$ cat src/rtl/mem_bus_master.sv
// MOV/MOC memory bus initiator: one load/store at a time, 4-phase handshake, size-extended read data.
// Optional macro BUS_TIMEOUT_EN aborts a handshake if MOC stalls for TIMEOUT_CYC cycles.
module mem_bus_master #(
  parameter int unsigned ADDR_W      = 32,
  parameter int unsigned TIMEOUT_CYC = 16
) (
  input  logic              clk,
  input  logic              reset,
  input  logic              req,
  input  logic              req_rw,
  input  logic [1:0]        req_size,
  input  logic              req_signed,
  input  logic [ADDR_W-1:0] req_addr,
  input  logic [31:0]       req_wdata,
  output logic              busy,
  output logic              done,
  output logic              err,
  output logic [31:0]       rdata,
  output logic              mov,
  output logic              rw,
  output logic [ADDR_W-1:0] mar,
  output logic [1:0]        mem_size,
  output logic [31:0]       data_to_mem,
  input  logic              moc,
  input  logic [31:0]       data_from_mem
);

  typedef enum logic [2:0] {
    S_IDLE,
    S_ASSERT,
    S_RELEASE,
    S_DONE,
    S_ERR
  } state_e;

  state_e            state_q, state_d;
  logic              rw_q, rw_d;
  logic [ADDR_W-1:0] mar_q, mar_d;
  logic [1:0]        size_q, size_d;
  logic              sgn_q, sgn_d;
  logic [31:0]       wdata_q, wdata_d;
  logic [31:0]       cap_q, cap_d;
  logic [31:0]       rdata_q, rdata_d;
  logic              misaligned;
  logic              tmo_expired;

  if (TIMEOUT_CYC == 0) begin : g_bad_timeout
    $error("TIMEOUT_CYC must be at least 1");
  end

  function automatic logic [31:0] extend(input logic [31:0] d, input logic [1:0] sz,
                                         input logic sgn);
    case (sz)
      2'b00:   extend = {{24{sgn & d[7]}}, d[7:0]};
      2'b01:   extend = {{16{sgn & d[15]}}, d[15:0]};
      default: extend = d;
    endcase
  endfunction

  always_comb begin
    case (req_size)
      2'b00:   misaligned = 1'b0;
      2'b01:   misaligned = req_addr[0];
      2'b10:   misaligned = |req_addr[1:0];
      default: misaligned = 1'b1;
    endcase
  end

`ifdef BUS_TIMEOUT_EN
  localparam int unsigned TMO_W = (TIMEOUT_CYC > 1) ? $clog2(TIMEOUT_CYC) : 1;
  localparam logic [TMO_W-1:0] TMO_RELOAD = TMO_W'(TIMEOUT_CYC - 1);

  logic [TMO_W-1:0] tmo_q, tmo_d;

  // Reloaded on every entry into a wait state; expiry is judged on the current count.
  always_comb begin
    tmo_d = tmo_q;
    if ((state_d != state_q) && ((state_d == S_ASSERT) || (state_d == S_RELEASE))) begin
      tmo_d = TMO_RELOAD;
    end else if (tmo_q != '0) begin
      tmo_d = tmo_q - TMO_W'(1);
    end
  end

  always_ff @(posedge clk) begin
    if (reset) begin
      tmo_q <= '0;
    end else begin
      tmo_q <= tmo_d;
    end
  end

  assign tmo_expired = (tmo_q == '0);
`else
  assign tmo_expired = 1'b0;
`endif

  always_ff @(posedge clk) begin
    if (reset) begin
      state_q <= S_IDLE;
    end else begin
      state_q <= state_d;
    end
  end

  always_comb begin
    state_d = state_q;
    case (state_q)
      S_IDLE: begin
        if (req) begin
          state_d = misaligned ? S_ERR : S_ASSERT;
        end
      end
      S_ASSERT: begin
        if (moc) begin
          state_d = S_RELEASE;
        end else if (tmo_expired) begin
          state_d = S_ERR;
        end
      end
      S_RELEASE: begin
        if (!moc) begin
          state_d = S_DONE;
        end else if (tmo_expired) begin
          state_d = S_ERR;
        end
      end
      S_DONE:  state_d = S_IDLE;
      S_ERR:   state_d = S_IDLE;
      default: state_d = S_IDLE;
    endcase
  end

  always_comb begin
    mov  = (state_q == S_ASSERT);
    busy = (state_q != S_IDLE);
    done = (state_q == S_DONE);
    err  = (state_q == S_ERR);
  end

  always_comb begin
    rw_d    = rw_q;
    mar_d   = mar_q;
    size_d  = size_q;
    sgn_d   = sgn_q;
    wdata_d = wdata_q;
    cap_d   = cap_q;
    rdata_d = rdata_q;
    if ((state_q == S_IDLE) && req) begin
      rw_d    = req_rw;
      mar_d   = req_addr;
      size_d  = req_size;
      sgn_d   = req_signed;
      wdata_d = req_wdata;
    end
    if ((state_q == S_ASSERT) && moc && rw_q) begin
      cap_d = data_from_mem;
    end
    // rdata changes only on a successful load, in step with the done pulse.
    if ((state_q == S_RELEASE) && (state_d == S_DONE) && rw_q) begin
      rdata_d = extend(cap_q, size_q, sgn_q);
    end
  end

  always_ff @(posedge clk) begin
    if (reset) begin
      rw_q    <= 1'b1;
      mar_q   <= '0;
      size_q  <= '0;
      sgn_q   <= 1'b0;
      wdata_q <= '0;
      cap_q   <= '0;
      rdata_q <= '0;
    end else begin
      rw_q    <= rw_d;
      mar_q   <= mar_d;
      size_q  <= size_d;
      sgn_q   <= sgn_d;
      wdata_q <= wdata_d;
      cap_q   <= cap_d;
      rdata_q <= rdata_d;
    end
  end

  assign rw          = rw_q;
  assign mar         = mar_q;
  assign mem_size    = size_q;
  assign data_to_mem = wdata_q;
  assign rdata       = rdata_q;

endmodule

$ cat config.mk
export PLATFORM = sky130hd
export DESIGN_NAME = mem_bus_master
export DESIGN_NICKNAME = d
export VERILOG_FILES = /design/src/rtl/mem_bus_master.sv
export SDC_FILE = /design/constraint.sdc
export NUM_CORES = 1
export LEC_CHECK = 0
export ABC_AREA = 1
export BUFFER_PORTS_ARGS = -buffer_cell sky130_fd_sc_hd__buf_2
export CORE_AREA = 2 2 108 110
export DETAILED_ROUTE_END_ITERATION = 10
export DIE_AREA = 0 0 110 112
export MAX_ROUTING_LAYER = met4
export PLACE_DENSITY = 0.79
export SYNTH_ARGS = -nofsm -noshare
export SYNTH_HDL_FRONTEND = slang
export SYNTH_SLANG_ARGS = --single-unit
$ cat constraint.sdc
create_clock -name clk -period 1.4 [get_ports clk]
set_input_delay 0.07 -clock clk [delete_from_list [all_inputs] [get_ports clk]]
set_output_delay 0.07 -clock clk [all_outputs]
set_load 0.02 [all_outputs]
=== Word-level counts from Yosys, hierarchy flattened ===
Index checks and enable logic that the tools add are counted.

* Divide/modulo/power cells: 0
* Add/subtract/negate cells: 0
* $lt $le $gt $ge: 0
* Bitwise logic cells: 2
* $mul: 0
* Shifts and indexed selects: 0
* Reduce and logical (&&, ||, !) cells: 10
* Muxes and demuxes: 7
* Eq/ne operators: 8

{| class="wikitable"
|+ Operators with widths
! cell !! count
|-
| 32-bit case mux with 2 select lines || 1
|-
| 3-bit 2-to-1 mux || 4
|-
| 3-bit by 2-bit equality test with 1-bit output, second input constant || 3
|-
| 3-bit case mux with 3 select lines || 1
|-
| 1-bit logical AND || 5
|-
| 2-bit by 1-bit equality test with 1-bit output, second input constant || 2
|-
| 2-bit zero test || 2
|-
| 3-bit by 1-bit equality test with 1-bit output, second input constant || 1
|-
| 3-bit equality test, second input constant || 1
|-
| 3-bit zero test || 1
|-
| 1-bit case mux with 3 select lines || 1
|-
| 3-bit nonzero test || 1
|-
| 1-bit AND || 2
|-
| 2-bit equality test, second input constant || 1
|-
| 2-bit OR reduction || 1
|}

* Latch bits: 0
* Word-level logic and storage cells: 35
* RAM bits: 0
* Output and inout bits: 103
* Memories kept: 0
* Memory bits (read-only): 0
* Register bits after elaboration: 135
* Input bits: 104

=== Logic depth before layout (Yosys ltp) ===
* Depth in word-level cells: 8
* Mapped depth: 7
* Depth with buffers taken out: 6

=== Least setup slack after synthesis ===
No wires, ideal clock.

* Kind: register -> register
* Start: register size_q[1], in the netlist mem_size[1]
* End: register rdata_q[21], in the netlist rdata[21]
* Cell stages (with the launch flop): 8
* Arrival: 1.275 ns
* Buffers on the path: 2
* Data required time: 1.287 ns
* Slack: 0.012 ns
* Period minus slack after synthesis: 1.388 ns
* Setup time: 0.113 ns
* Cells stage by stage: dfxtp_1 > buf_2 > inv_1 > nand4_1 > buf_2 > nand3_1 > nor2_1 > nor2_1

* Word-level cells in the longest chain between the ends: 2
* Elaborated cells on any way between the ends: 3
* Those cells by class: eq/ne (1); mux (1); reduce/logical (1)

{| class="wikitable"
|+ Ends and longest elaborated chain
! item !! line !! source
|-
| start, declared || 39 || <nowiki>logic [1:0] size_q, size_d;</nowiki>
|-
| start signal, assigned || 177 || <nowiki>size_q <= size_d;</nowiki>
|-
| 2-bit by 1-bit equality test with 1-bit output / 2-bit zero test (equally long branches) || 53 || <nowiki>case (sz)</nowiki>
|-
| 32-bit case mux with 2 select lines * || 53 ||
|-
| end signal, assigned || 181 || <nowiki>rdata_q <= rdata_d;</nowiki>
|-
| end, declared || 43 || <nowiki>logic [31:0] rdata_q, rdata_d;</nowiki>
|}

Every way passes the cells marked *; elsewhere a longest branch is shown, timed or not.
A chain may end at the register's enable or synchronous reset.

=== Worst setup path after layout ===
* Start: register state_q[2]
* End: register mar_q[30], in the netlist mar[30]

* Word-level cells in the longest chain between the ends: 2

{| class="wikitable"
|+ Ends and longest elaborated chain
! item !! line !! source
|-
| start, declared || 36 || <nowiki>state_e state_q, state_d;</nowiki>
|-
| start signal, assigned || 102 || <nowiki>state_q <= state_d;</nowiki>
|-
| 3-bit zero test || 149 || <nowiki>if ((state_q == S_IDLE) && req) begin</nowiki>
|-
| 1-bit logical AND || 149 ||
|-
| end signal, assigned || 176 || <nowiki>mar_q <= mar_d;</nowiki>
|-
| end, declared || 38 || <nowiki>logic [ADDR_W-1:0] mar_q, mar_d;</nowiki>
|}

No other way between the ends.

==> impl_results.md <==
- Async SR Flop Fraction: 0
- Layout area overhead: 53.0%
- Unique masters post-synth: 18
- TritonCTS buffer count: 17
- Cell total after placement: 1,100
- CTS HTree Levels: 4
- Flops & latches, synth: between 100 and 150
- CP arrival: around 1.7 ns
- Slew margin rel.: 0.692
- Peak VDD IR: 0.963 mV
- Fin crit period: roughly 1.3 ns
- Clk sinks: 135
- RSZ-0062 raised after global routing: false
- Initial antenna violation count: 1
- Setup TNS: 0 ns
- Routed Antenna Nets: 0
- Post-DP HPWL: 8880 um
- All-Layer GR Usage: 0.280
- CP Max Fanout: 18
- Root buffer cell: clkbuf_16
- Worst slack, placed: just over 0.1 ns
- Pwr dens: approximately 1200 nW/um2
- Post-route DRC violation count: 0
- Hold EP: mem_size[1]
- Class of the worst hold path: in -> reg
- Vias in the first global route: 5,663
- WL per Instance: 13.5 um
- Nets@finish: between 1,000 and 1,500
- IO Port Bufs: a little over 200
- M1 GR Usage: 0.315
- Starting Density: 0.478
- Clock Latency Late Sink: roughly 0.41 ns
- Worst-case clock skew: about 0.0066 ns
- Flop2flop setup slack: just under 0.07 ns
- Detailed Route WL: ~17,000 um
- Synth Warn #: 0
- Largest cells by area after synthesis: dfxtp_1 51%, nand2_1 21%, nor2_1 9.1%
- Pin slew with the least headroom to its limit: around 0.46 ns
- Met3 usage: 0.0726
- RR Endpoint: mar[30]
- R2r startpoint: state_q[2]
- GR Layer Usage met2: 0.460
- Top post-synthesis cells by count: 292 x nand2_1, 135 x dfxtp_1, 130 x nor2_1, 71 x inv_1, 69 x a21oi_1
- P_leak: approximately 4.4 nW
- Worst hold path stage count: 3
- Die Height: around 110 um
- Largest net degree at the start of global routing: 67
- Die width: around 110 um
- Synth Instances: 781
- Count leader, synth: nand2_1
- Crit Path Class: reg -> reg
- Fin worst setup slack: 0.0676 ns
- Top_reg_cell synth: dfxtp_1
- I/O Pins: approximately 210
- Drt first-iter violations: 416
- Setup crit start kind: flop
- Vias post-DR: roughly 5,700
- Post-route non-filler standard cell count: about 1,200
- Grt ovf: 0
- Die area: about 12,000 um2
- Share of the synthesized area in the top cell type: 0.506
- Max-slew violations: 0
- CTS tree: yes
- Fmax: around 750 MHz
- Clock Pin Slew Worst Setup and Hold Paths: 0.05 ns
- Placer Congestion: about 0.79
- Post-synth EDFFs: 0
- Via-per-instance ratio: roughly 4.7
- Worst hold slack: 0.0152 ns
- Core Rows: 39
- HP Start: req_size[1]
- Busiest layer in global routing: met2
- Seq/Total Area, Yosys: 0.506
- Final worst path period share: 0.952
- First-pass GRT wire length: approximately 26,000 um
- Post-Syn Area per Cell: between 6 and 7 um2
- Core area: about 11,000 um2
- Final-report hold violation count: 0
- Outcome: finished clean
- Max-Cap Viols: 0
- # setup viols final: 0
- Drt pass-1 iters: 5
- Clock buffer depth: 2
- Synth area leader: dfxtp_1
- Worst endpoint required time: about 1.7 ns
- Synthesized cell area: 5340 um2
- Reg2Reg Depth: 7
- Synth Net Count: roughly 890
- Layout cell share with drive strength beyond 1: 0.242
- CP Capture Type: flop
worst max-delay path by stage:
stage	from	to	depth (start not counted)
6_report	state_q[2]	mar[30]	7
5_1_grt	state_q[2]	done	3
4_1_cts	state_q[2]	done	3
3_5_place_dp	state_q[2]	data_to_mem[21]	6
3_3_place_gp	state_q[2]	mem_size[0]	6
2_1_floorplan	mem_size[1]	rdata[21]	7
where the power goes:
part	internal (mW)	switching, mW
sequential	4.06	0.122
clock	2.75	1.53
combinational	0.673	0.908
per-stage QoR:
stage / power (mW) / utilization / cell area (um2)
finish: 10.1 / 0.731 / 8170
global route: 10.4 / 0.731 / 8170
CTS: 9.97 / 0.725 / 8100
detailed placement: 5.50 / 0.584 / 6530
global placement: 5.49 / 0.584 / 6530
floorplan: 5.03 / - / 5340
critical path, cell delays in order, from the launching register on:
cell and delay, ns:
dfxtp_1 0.33, nor2_4 0.17, nand3_4 0.12, clkinv_4 0.11
buf_4 0.14, clkbuf_16 0.17, nand2_1 0.07, a21oi_1 0.13
flip-flops by register name (all words and copies together) (netlist names):
register,flops
mem_size,2
mar,32
cap_q,32
state_q,3
rdata,32
rw,1
data_to_mem,32
sgn_q,1
area by class of cell:
type | count | area [um2]
diodes | 1 | 2.50
well taps | 143 | 179
inverters | 74 | 283
multi-input cells | 526 | 2150
clock inverters | 2 | 35.0
fillers | 794 | 3000
clock buffers | 28 | 537
repair buffers | 326 | 2280
flip-flops and latches | 135 | 2700
what timing repair did:
action,4_1_cts,5_1_grt
resized for setup,0,7
hold buffers,100,0
setup buffers,0,3
hold endpoints to repair,101,0
endpoints found under the setup margin,0,60
cells in the final DEF, fill, tap and decap left out, types with 2 or more instances in the layout:
cell           netlist  layout
nand2_1            292     291
buf_2               20     206
dfxtp_1            135     135
nor2_1             130     130
dlygate4sd3_1        0     100
inv_1               71      70
a21oi_1             69      68
clkbuf_16            0      18
nand3_1             17      17
buf_4                0      12
o21ai_0              9       9
clkbuf_8             0       7
buf_12               0       6
clkbuf_1            22       4
inv_2                3       3
nor2_4               2       2
nor3_1               2       2
nand4_2              2       2
layer usage:
| layer | vias to the layer above | part of all wire |
|---|---|---|
| li1 | 2954 | - |
| met1 | 2511 | 0.40 |
| met2 | 234 | 0.50 |
| met3 | 47 | 0.067 |
| met4 | 0 | 0.030 |
| met5 | - | 0 |
kinds of logic after synthesis:
| kind of cell | Yosys count | synth area share |
|---|---|---|
| AOI/OAI and AO/OA | 78 | 0.0731 |
| and+or+nand+nor | 448 | 0.328 |
| DFF | 135 | 0.506 |
| buffers and inverters | 120 | 0.0933 |
(Power assumes the default switching activity.)
